===== src/rtl/digit_scan_pkg.sv =====
// Shared types and constants for the multiplexed BCD digit scanner.
package digit_scan_pkg;

   typedef enum logic [1:0] {
      IDLE  = 2'd0,
      BLANK = 2'd1,
      DRIVE = 2'd2
   } state_t;

   localparam logic [3:0] BCD_BLANK = 4'hF;

   // Bits needed to hold max(a,b)-1, never less than one.
   function automatic int timer_width(input int a, input int b);
      int m;
      m = (a > b) ? a : b;
      return (m < 2) ? 1 : $clog2(m);
   endfunction

endpackage


===== src/rtl/scan_timer.sv =====
// Loadable down-counter that stops at zero and flags terminal count.
module scan_timer #(
   parameter int W = 4
) (
   input  logic         clk,
   input  logic         rst,
   input  logic         clr,
   input  logic         load,
   input  logic [W-1:0] load_val,
   output logic [W-1:0] count,
   output logic         tc
);

   // NOTE: sequential state uses non-blocking assignments so every flop samples pre-edge values.
   always_ff @(posedge clk) begin
      if (rst || clr) begin
         count <= '0;
      end else if (load) begin
         count <= load_val;
      end else if (count != '0) begin
         count <= count - 1'b1;
      end
   end

   assign tc = (count == '0);

endmodule


===== src/rtl/digit_scan_ctrl.sv =====
// Time-multiplexed BCD digit scanner with blanking gaps and frame-aligned updates.
// Build option: define LEADING_ZERO_BLANK_EN to suppress leading zero digits.
module digit_scan_ctrl
   import digit_scan_pkg::*;
#(
   parameter int NUM_DIGITS = 4,
   parameter int BLANK_CYC  = 2,
   parameter int DWELL_CYC  = 16
) (
   input  logic                    clk,
   input  logic                    rst,
   input  logic                    en,
   input  logic                    load,
   input  logic [4*NUM_DIGITS-1:0] digits,
   output logic [3:0]              bcd_out,
   output logic [NUM_DIGITS-1:0]   sel_n,
   output logic                    frame_done,
   output logic                    upd_pend
);

   localparam int TW = timer_width(BLANK_CYC, DWELL_CYC);
   localparam int IW = $clog2(NUM_DIGITS);
   localparam logic [TW-1:0] BLANK_LD = TW'(BLANK_CYC - 1);
   localparam logic [TW-1:0] DWELL_LD = TW'(DWELL_CYC - 1);
   localparam logic [IW-1:0] LAST_IDX = IW'(NUM_DIGITS - 1);

   state_t                  state, state_nxt;
   logic [IW-1:0]           idx, idx_nxt;
   logic [4*NUM_DIGITS-1:0] active, pending;
   logic                    tm_clr, tm_load, tm_tc;
   logic [TW-1:0]           tm_val, tm_count;
   logic                    frame_end;
   logic [NUM_DIGITS-1:0]   lz_mask;
   logic [3:0]              cur_digit;
   logic                    cur_lz;

   scan_timer #(.W(TW)) u_timer (
      .clk      (clk),
      .rst      (rst),
      .clr      (tm_clr),
      .load     (tm_load),
      .load_val (tm_val),
      .count    (tm_count),
      .tc       (tm_tc)
   );

   // NOTE: every always_comb output gets a default first so no path can infer a latch.
   always_comb begin
      state_nxt = state;
      idx_nxt   = idx;
      tm_clr    = 1'b0;
      tm_load   = 1'b0;
      tm_val    = '0;
      if (!en) begin
         state_nxt = IDLE;
         idx_nxt   = '0;
         tm_clr    = 1'b1;
      end else begin
         case (state)
            IDLE: begin
               state_nxt = BLANK;
               idx_nxt   = '0;
               tm_load   = 1'b1;
               tm_val    = BLANK_LD;
            end
            BLANK: if (tm_tc) begin
               state_nxt = DRIVE;
               tm_load   = 1'b1;
               tm_val    = DWELL_LD;
            end
            DRIVE: if (tm_tc) begin
               state_nxt = BLANK;
               tm_load   = 1'b1;
               tm_val    = BLANK_LD;
               idx_nxt   = (idx == LAST_IDX) ? '0 : idx + 1'b1;
            end
            default: begin
               state_nxt = IDLE;
               idx_nxt   = '0;
               tm_clr    = 1'b1;
            end
         endcase
      end
   end

   assign frame_end = (state == DRIVE) && tm_tc && (idx == LAST_IDX);

   always_ff @(posedge clk) begin
      if (rst) begin
         state <= IDLE;
         idx   <= '0;
      end else begin
         state <= state_nxt;
         idx   <= idx_nxt;
      end
   end

   // NOTE: the digit registers are reset explicitly so a restart never shows stale data.
   always_ff @(posedge clk) begin
      if (rst) begin
         active     <= '0;
         pending    <= '0;
         upd_pend   <= 1'b0;
         frame_done <= 1'b0;
      end else if (!en || state == IDLE) begin
         // Not scanning: there is no frame boundary to wait for.
         frame_done <= 1'b0;
         upd_pend   <= 1'b0;
         if (load) begin
            active <= digits;
         end else if (upd_pend) begin
            active <= pending;
         end
      end else begin
         frame_done <= frame_end;
         if (frame_end) begin
            if (upd_pend) begin
               active <= pending;
            end
            upd_pend <= load;
         end else if (load) begin
            upd_pend <= 1'b1;
         end
         if (load) begin
            pending <= digits;
         end
      end
   end

`ifdef LEADING_ZERO_BLANK_EN
   always_comb begin
      logic hz;
      hz      = 1'b1;
      lz_mask = '0;
      for (int k = NUM_DIGITS - 1; k >= 1; k--) begin
         hz         = hz & (active[4*k +: 4] == 4'd0);
         lz_mask[k] = hz;
      end
   end
`else
   assign lz_mask = '0;
`endif

   always_comb begin
      cur_digit = '0;
      cur_lz    = 1'b0;
      for (int k = 0; k < NUM_DIGITS; k++) begin
         if (idx == IW'(k)) begin
            cur_digit = active[4*k +: 4];
            cur_lz    = lz_mask[k];
         end
      end
      sel_n   = '1;
      bcd_out = BCD_BLANK;
      case (state)
         BLANK: bcd_out = cur_digit;
         DRIVE: begin
            if (!cur_lz) begin
               bcd_out = cur_digit;
               for (int k = 0; k < NUM_DIGITS; k++) begin
                  sel_n[k] = (idx != IW'(k));
               end
            end
         end
         default: ;
      endcase
   end

endmodule


===== config.mk =====
export PLATFORM = sky130hd
export DESIGN_NAME = digit_scan_ctrl
export DESIGN_NICKNAME = d
export VERILOG_FILES = /design/src/rtl/digit_scan_pkg.sv /design/src/rtl/scan_timer.sv /design/src/rtl/digit_scan_ctrl.sv
export SDC_FILE = /design/constraint.sdc
export NUM_CORES = 1
export LEC_CHECK = 0
export BUFFER_PORTS_ARGS = -buffer_cell sky130_fd_sc_hd__buf_4
export CAP_MARGIN = 30
export CORE_UTILIZATION = 52
export DETAILED_ROUTE_END_ITERATION = 7
export GPL_TIMING_DRIVEN = 0
export PLACE_DENSITY = 0.76
export REMOVE_ABC_BUFFERS = 1
export SLEW_MARGIN = 25
export SYNTH_ARGS = -nofsm -noshare
export SYNTH_HDL_FRONTEND = slang
export SYNTH_HIERARCHICAL = 1
export SYNTH_SLANG_ARGS = --single-unit
export TNS_END_PERCENT = 20

===== constraint.sdc =====
create_clock -name clk -period 1.9 [get_ports clk]
set_clock_uncertainty 0.2 [all_clocks]
set_input_delay 0.19 -clock clk [delete_from_list [all_inputs] [get_ports clk]]
set_output_delay 0.19 -clock clk [all_outputs]
set_load 0.05 [all_outputs]

* After elaboration in Yosys (flattened, before gate mapping)
Index checks and enable logic that the tools add are counted.
Operators by class: $add $sub $neg 2, equality and inequality tests 10, muxes and demuxes 29, bitwise logic cells 3, reduce and logical (&&, ||, !) cells 20
Operators by type and width (number):
- $mux W16 | 4
- $mux W4 | 10
- $pmux W4 S3 | 1
- $mux W2 | 4
- $ne A2 B2 Y1 const B | 4
- $reduce_bool A2 Y1 | 4
- $mux W1 | 7
- $eq A2 B2 Y1 const B | 3
- $pmux W2 S3 | 1
- $reduce_and A2 Y1 | 3
- $reduce_or A2 Y1 | 3
- $eq A2 B1 Y1 const B | 2
- $logic_not A2 Y1 | 2
- $logic_not A4 Y1 | 1
- $pmux W2 S2 | 1
- $reduce_bool A4 Y1 | 1
- $sub A4 B1 Y4 const B | 1
- $not A1 Y1 | 3
- $reduce_or A3 Y1 | 1
- $add A2 B1 Y2 const B | 1
- $logic_and A1 B1 Y1 | 2
- $logic_or A1 B1 Y1 | 2
- $ne A2 B1 Y1 const B | 1
- $pmux W1 S2 | 1
- $logic_not A1 Y1 | 1
Storage, ports and cells: flip-flop bits (word level) 42, output and inout port bits 10, word-level logic and storage cells 71

* Depth between registers and ports, before layout
Gate-level depths: netlist of the first run.
depth in word-level cells 6, depth in mapped cells 7, gate-level depth less buffers 7

* By module
The synthesis of the first run kept the hierarchy.
By module, submodules not included:
- digit_scan_ctrl | times used 1, cells an instance 260, area an instance 2162.1 µm²
- scan_timer | times used 1, cells an instance 25, area an instance 234.0 µm²

* Least setup slack after synthesis of the first run
Ideal clock, no wire load.
path type reg-to-reg, start point register u_timer.count[0], end point register active[10], data arrival time 1.695 ns, data required time 1.612 ns, path slack -0.083 ns, stages on the path, launching flop included 8, path buffers 1, period minus slack after synthesis 1.983 ns, cell sequence dfxtp_1 > inv_1 > ha_1 > nor3b_4 > nand3_1 > a21o_4 > buf_6 > o32ai_2
Between the ends: cells in the longest elaborated chain, start to end 4
RTL lines:
- start: declaration | line scan_timer.sv:10 | output logic [W-1:0] count,
- start signal: assignment | line scan_timer.sv:19 | count <= load_val;
- start signal: assignment | line scan_timer.sv:21 | count <= count - 1'b1;
- $logic_not A4 Y1 | line scan_timer.sv:25 | assign tc = (count == '0);
- via tm_tc | line digit_scan_ctrl.sv:30 | logic tm_clr, tm_load, tm_tc;
- $logic_and A1 B1 Y1 (2 in a row) | line digit_scan_ctrl.sv:86 | assign frame_end = (state == DRIVE) && tm_tc && (idx == LAST_IDX);
- $reduce_bool A2 Y1 (no source line)
- end signal: assignment | line digit_scan_ctrl.sv:110 | active <= digits;
- end signal: assignment | line digit_scan_ctrl.sv:112 | active <= pending;
- end signal: assignment | line digit_scan_ctrl.sv:118 | active <= pending;
- end: declaration | line digit_scan_ctrl.sv:29 | logic [4*NUM_DIGITS-1:0] active, pending;
The timed path passes the listed nets, and every way through them passes these cells. A chain may end at the register's enable or synchronous reset.

* Worst setup path in the final report of the first run
start point register idx[1], end point output port bcd_out[1]
Between the ends: cells in the longest elaborated chain, start to end 6
RTL lines:
- start: declaration | line digit_scan_ctrl.sv:28 | logic [IW-1:0] idx, idx_nxt;
- start signal: assignment | line digit_scan_ctrl.sv:94 | idx <= idx_nxt;
- $logic_not A2 Y1 | line digit_scan_ctrl.sv:148 | if (idx == IW'(k)) begin
- $mux W4 (3 in a row) | line digit_scan_ctrl.sv:148
- $mux W4 (*) | line digit_scan_ctrl.sv:148
- $mux W4 (*)
- end: declaration | line digit_scan_ctrl.sv:15 | output logic [3:0] bcd_out,
Every way passes the cells marked *; elsewhere a longest branch is shown, timed or not.

==> impl_metrics.json, run 1 <==
{
  "cp_top_family": "compound AO/OA/AOI/OAI gates",
  "port_buffers": 29,
  "period_share_pct": 108,
  "clockRootBuffer": "clkbuf_8",
  "fmax_ghz": 0.487,
  "worstRegToRegCells": 8,
  "p_leak_uw": 0.00117,
  "worst-endpoint-required_ps": 1510,
  "setup_viol": 6,
  "cp-end-kind": "output port",
  "antenna_found_initial": 0,
  "cap_viol_max_count": 0,
  "fin_ws_ps": -152,
  "area_delta_synth_final_pct": 34.5,
  "cts_sinks": 42,
  "drc": 0,
  "async_flop_share_pct": 0,
  "relSlewSlack_pct": 55.8,
  "period_minus_slack_ps": 2050,
  "holdPathEnd": "pending[10]$_SDFFE_PP0P_",
  "power_frac_seq_pct": 45.7,
  "min-delay-start": "rst",
  "grt_pass1_wl_um": 10300,
  "diodes": 0,
  "io_pins": 30,
  "path_cells": "inv_2 -> buf_6 -> ha_4 -> nand3b_1 -> a221o_1 -> nand3_2 -> buf_8",
  "drt_wl_total_um": 6430,
  "numCtsBuffers": 5,
  "synth_edf_count": 0,
  "whs_path_depth": 2,
  "synthesis.area_mm2": 0.00240,
  "die_w_um": 69.9,
  "grt_overflow_total": 0,
  "critPathSlowestCell": "a221o_1",
  "vias": 2309,
  "initial_core_util_pct": 54.7,
  "slowest_delay_ps": 360,
  "r2r_setup_slack_ps": -60,
  "grt_start_max_net_pins": 35,
  "pre_cts_ws_ps": -1120,
  "drive_gt1_share_pct": 34.9,
  "core_area_mm2": 0.00438,
  "power.internal_uw": 1500,
  "die_area_mm2": 0.00488,
  "switching_share_pct": 28.8,
  "synth_ff_type": "dfxtp_1",
  "syn-mean-instance-area_um2": 8.41,
  "synthDistinctLibCells": 35,
  "violations": "negative setup slack",
  "r2r-start": "u_timer/count[1]$_SDFFE_PP0P_",
  "clock_power_share_pct": 28.0,
  "grt_pass1_vias": 2143,
  "pwr_density_cell_mw_per_mm2": 654,
  "rsz0062_at_grt": "yes",
  "synth_area_leaders": "dfxtp_1 35%, nand2_1 9.7%, o221a_2 7.5%",
  "report.final.slew_viol_count": 0,
  "yosys_register_bits": 42,
  "route.detailed.wl_per_inst_um": 16.5,
  "power_frac_comb_pct": 26.3,
  "synthCells": 285,
  "crit_type": "reg -> out",
  "antenna_left": 0,
  "total_power_uw": 2110,
  "cts_tree": "yes",
  "hold_violations": 0,
  "vdd_ir_drop_max_mv": 0.515,
  "yosysSeqAreaShare_pct": 35.1,
  "hpwlAfterDp_um": 3430,
  "htree_levels": 2,
  "rows": 24,
  "worst_slew_pin_slew_ps": 663,
  "path_clk_slew_ps": 80,
  "netlist.area_leader.share_pct": 35.1,
  "switching_power_uw": 607,
  "gp_congestion": 0.857,
  "start_kind": "register",
  "drt-initial-drc-count": 249,
  "cp.arrival_ps": 1660,
  "hp-class": "in -> reg",
  "nets": 369,
  "drtPass1Iterations": 5,
  "vias_per_cell": 5.92,
  "clkLatencyLatePin_ps": 290,
  "ys_warn_count": 6,
  "grtUsageTotal_pct": 26.5,
  "die_h_um": 69.9,
  "path_buf_inv": 3,
  "cts_buffer_depth": 2,
  "worstReg2RegEnd": "u_timer/count[3]$_SDFFE_PP0P_",
  "yosysTopAreaCell": "dfxtp_1",
  "status": "complete, but fails checks",
  "cp_max_fo": 5
}
-- cells in the mapped netlist, drive strengths merged, types with 4 or more instances --
cell    count
a21oi      26
a221o       4
buf         8
clkbuf     12
dfxtp      42
ha         12
inv        24
nand2      62
nand2b      5
nand3       5
nand3b      7
nor2        5
nor3       19
o221a      16
o32ai      17
-- kinds of logic after synthesis --
family	Yosys count	synth area share [%]
buffers and inverters	44	8.20
adder cells (fa/ha/maj)	12	6.27
AND/OR/NAND/NOR	111	22.1
multiplexers	2	0.888
XOR/XNOR	2	0.731
AO/OA/AOI/OAI	72	26.7
flip-flops	42	35.1
-- worst max-delay path by stage --
stage,from,endpoint,slack [ps],depth (start not counted)
after global placement,state[0]$_SDFFE_PP0P_,active[8]$_SDFFE_PP0P_,-1530,5
after CTS,idx[1]$_SDFFE_PP0P_,bcd_out[0],-120,7
after detailed placement,state[0]$_SDFFE_PP0P_,active[6]$_SDFFE_PP0P_,-1120,5
final,idx[1]$_SDFFE_PP0P_,bcd_out[1],-150,7
after floorplan,state[0]$_SDFFE_PP0P_,active[0]$_SDFFE_PP0P_,-800,5
after global routing,idx[1]$_SDFFE_PP0P_,bcd_out[3],-190,7
-- registers in the layout, indices dropped and copies added, names as in the netlist --
register / flops
state: 2
upd_pend: 1
active: 16
pending: 16
idx: 2
frame_done: 1
u_timer/count: 4
-- per-stage QoR --
stage | setup TNS, ps | area (µm²) | hold WS (ps) | instances | util (%)
final | -626 | 3220 | 61.0 | 390 | 73.5
after global routing | -1490 | 3220 | 63.4 | 390 | 73.5
after CTS | -1230 | 3090 | 48.5 | 386 | 70.6
after detailed placement | -22390 | 2580 | 247 | 346 | 58.8
after global placement | -27780 | 2570 | 242 | 346 | 58.7
after floorplan | -12820 | 2290 | 59.1 | 265 | -
-- cells in the final DEF, fill, tap and decap left out, types with 2 or more instances in the layout --
| master | netlist | routed |
|---|---|---|
| ha_1 | 12 | 6 |
| o21ai_0 | 3 | 3 |
| nor2b_4 | 0 | 2 |
| nor2_1 | 5 | 4 |
| buf_6 | 3 | 3 |
| buf_4 | 1 | 36 |
| buf_8 | 0 | 5 |
| nand2b_1 | 5 | 5 |
| a221o_1 | 4 | 4 |
| nand2_1 | 62 | 62 |
| dfxtp_2 | 0 | 6 |
| inv_1 | 24 | 20 |
| dlygate4sd3_1 | 0 | 17 |
| buf_12 | 0 | 2 |
| dfxtp_1 | 42 | 35 |
| a21o_4 | 1 | 2 |
| nor3_1 | 19 | 19 |
| nand3_2 | 0 | 4 |
| a21oi_1 | 26 | 25 |
| inv_2 | 0 | 3 |
| clkbuf_8 | 0 | 6 |
| o22ai_2 | 0 | 2 |
| xnor2_1 | 2 | 2 |
| o32ai_1 | 7 | 4 |
| o221a_2 | 16 | 16 |
| o32ai_2 | 10 | 13 |
| nand3b_1 | 7 | 7 |
| ha_4 | 0 | 5 |
-- worst reg2reg max path: cells and delay by family (launching register included) --
kind	cells	cell delay (ps)
flops	1	340
fa+ha+maj	1	160
compound gates	2	340
buf+inv	2	220
simple gates	3	640
-- power groups by stage --
| stage | combinational, µW | clock, µW | sequential, µW |
|---|---|---|---|
| detailed placement | 408 | 0 | 982 |
| CTS | 495 | 609 | 960 |
| floorplan | 296 | 0 | 974 |
| global route | 589 | 644 | 969 |
| global placement | 397 | 0 | 980 |
| finish | 555 | 590 | 963 |
-- routing by layer --
metal	track usage [%]	wire (µm)	part of all wire, %	vias to the layer above
met4	8.67	68	1.1	0
met1	35.8	2850	44	1088
li1	-	-	-	1115
met2	42.5	3060	47	100
met5	0	0	0	-
met3	5.19	455	7.1	6
-- what timing repair did --
item,4_1_cts,5_1_grt
setup buffers,13,3
endpoints found under the setup margin,42,42
resized for setup,35,16
endpoints found under the hold margin,17,0
hold buffers,17,0
gates cloned,2,0
pin swaps,8,12
-- layout make-up --
type	instances	area [µm²]
Sequential cell	42	852
Inverter	24	92.6
Fill cell	308	1160
Clock buffer	7	86.3
Tap cell	52	65.1
Clock inverter	1	5.00
Multi-Input combinational cell	201	1530
Timing Repair Buffer	63	589
Power figures use the tool's default switching activity.
==> run 2: changes to the inputs <==
GPL_TIMING_DRIVEN = unset   (was 0)
==> run 2 against run 1 <==
The run still ends with negative setup slack left. Via count is 0.74% lower. Wire length is 1.1% lower. Register-to-register slack better by 70 ps. Design area is 0.93% lower. Flip-flop and latch count stayed put. Non-clock buffer count is 6 higher. Hold slack worse by 21 ps. First-iteration DRC count is 32% lower. Largest cell class unchanged.
==> impl_metrics.json, run 2 (synthesized netlist as in run 1, its figures left out) <==
{
  "vdd_ir_drop_max_mv": 0.441,
  "drive_gt1_share_pct": 34.1,
  "path_clk_slew_ps": 80,
  "clockRootBuffer": "clkbuf_8",
  "period_minus_slack_ps": 2060,
  "nets": 374,
  "die_area_mm2": 0.00488,
  "instances_no_fill": 395,
  "numCtsBuffers": 5,
  "area_delta_synth_final_pct": 33.3,
  "post-place-cells": 362,
  "setup_viol": 4,
  "whs_path_depth": 2,
  "period_share_pct": 108,
  "relSlewSlack_pct": 75.6,
  "crit_path_frequent_cell": "buf_6",
  "cts_tree": "yes",
  "grtUsageTotal_pct": 25.4,
  "cap_viol_max_count": 0,
  "worstRegToRegCells": 8,
  "gp_congestion": 0.852,
  "cp_max_fo": 6,
  "final_common_cell": "nand2_1",
  "antenna_found_initial": 0,
  "die_h_um": 69.9,
  "final_cell_mix": "62 x nand2_1, 44 x buf_4, 38 x dfxtp_1",
  "route.detailed.wl_per_inst_um": 16.1,
  "worst_slew_pin_slew_ps": 366,
  "pwr_density_cell_mw_per_mm2": 655,
  "critPathSlowestCell": "dfxtp_4",
  "hold_slack_ps": 40.1,
  "crit_type": "reg -> out",
  "htree_levels": 2,
  "fmax_ghz": 0.486,
  "die_w_um": 69.9,
  "hp-class": "in -> reg",
  "vias": 2292,
  "drc": 0,
  "grt_pass1_wl_um": 9850,
  "reg_top3": "active: 16 flops, pending: 16 flops, u_timer/count: 4 flops",
  "slowest_delay_ps": 360,
  "vias_per_cell": 5.80,
  "io_pins": 30,
  "cts_buffer_depth": 2,
  "path_cells": "inv_4 -> ha_4 -> buf_6 -> a21oi_2 -> a221o_1 -> nand3_2 -> buf_6",
  "hpwlAfterDp_um": 3770,
  "cp.arrival_ps": 1670,
  "port_buffers": 29,
  "grt_pass1_vias": 2148,
  "report.final.slew_viol_count": 0,
  "rsz0062_at_grt": "yes",
  "status": "complete, but fails checks",
  "cp-end-kind": "output port",
  "clkLatencyLatePin_ps": 300,
  "worst-endpoint-required_ps": 1510,
  "grt_overflow_total": 0,
  "rows": 24,
  "fin_ws_ps": -159,
  "diodes": 0,
  "grt_start_max_net_pins": 35,
  "start_kind": "register",
  "core_area_mm2": 0.00438,
  "violations": "negative setup slack",
  "cts_sinks": 42,
  "antenna_left": 0,
  "drtPass1Iterations": 4,
  "drt-initial-drc-count": 169,
  "drt_wl_total_um": 6370,
  "initial_core_util_pct": 54.7,
  "p_leak_uw": 0.00119,
  "hold_violations": 0
}
-- run 2: worst paths after layout --
check / from / endpoint / slack (ps)
min reg2reg: pending[4]$_SDFFE_PP0P_ / pending[4]$_SDFFE_PP0P_ / 260
max reg2reg: u_timer/count[0]$_SDFFE_PP0P_ / active[3]$_SDFFE_PP0P_ / 10
max: idx[1]$_SDFFE_PP0P_ / bcd_out[0] / -160
min: rst / pending[13]$_SDFFE_PP0P_ / 40
-- run 2: final cells by class --
cell class	instances	area, µm²
clock buffers	6	82.6
flip-flops and latches	42	848
repair buffers	69	621
inverters	24	92.6
clock inverters	2	12.5
fillers	307	1190
well taps	52	65.1
multi-input cells	200	1470
-- run 2: routing by layer --
layer  track usage (%)  share of wire, %
met2              42.5                48
met3              4.04               6.3
met1              31.7                44
met4              12.0               2.4
met5                 0                 0
-- run 2: what timing repair did --
| action | in CTS | in global routing |
|---|---|---|
| buffers inserted | 2 | 4 |
| resized for setup | 28 | 11 |
| hold buffers | 17 | 0 |
| setup endpoints to repair | 21 | 28 |
| cloned | 0 | 2 |
| hold endpoints to repair | 17 | 0 |
| pin swaps | 10 | 14 |
-- run 2: critical path, delay by kind of cell, from the launching register on --
| kind | cells | cell delay, ps |
|---|---|---|
| flops | 1 | 360 |
| simple gates | 1 | 100 |
| fa+ha+maj | 1 | 160 |
| buf+inv | 3 | 340 |
| compound gates | 2 | 400 |
-- run 2: per-stage QoR --
step                setup WS (ps)  setup TNS, ps  utilization [%]  power, µW  cell area, µm²
floorplan                    -802         -12820                -       1270            2290
global placement             36.2              0             61.7       1410            2710
detailed placement          -56.6           -229             61.7       1420            2710
CTS                          -133           -479             70.5       2080            3090
global route                 -201          -1760             72.8       2180            3190
finish                       -159           -557             72.8       2090            3190
-- run 2: where the power goes --
| group | leakage, µW | total [µW] | internal (µW) | switching (µW) |
|---|---|---|---|---|
| Sequential | 0.000345 | 955 | 928 | 26.7 |
| Clock | 0.0000472 | 612 | 292 | 320 |
| Combinational | 0.000802 | 523 | 257 | 267 |
| Total | 0.00119 | 2090 | 1480 | 613 |
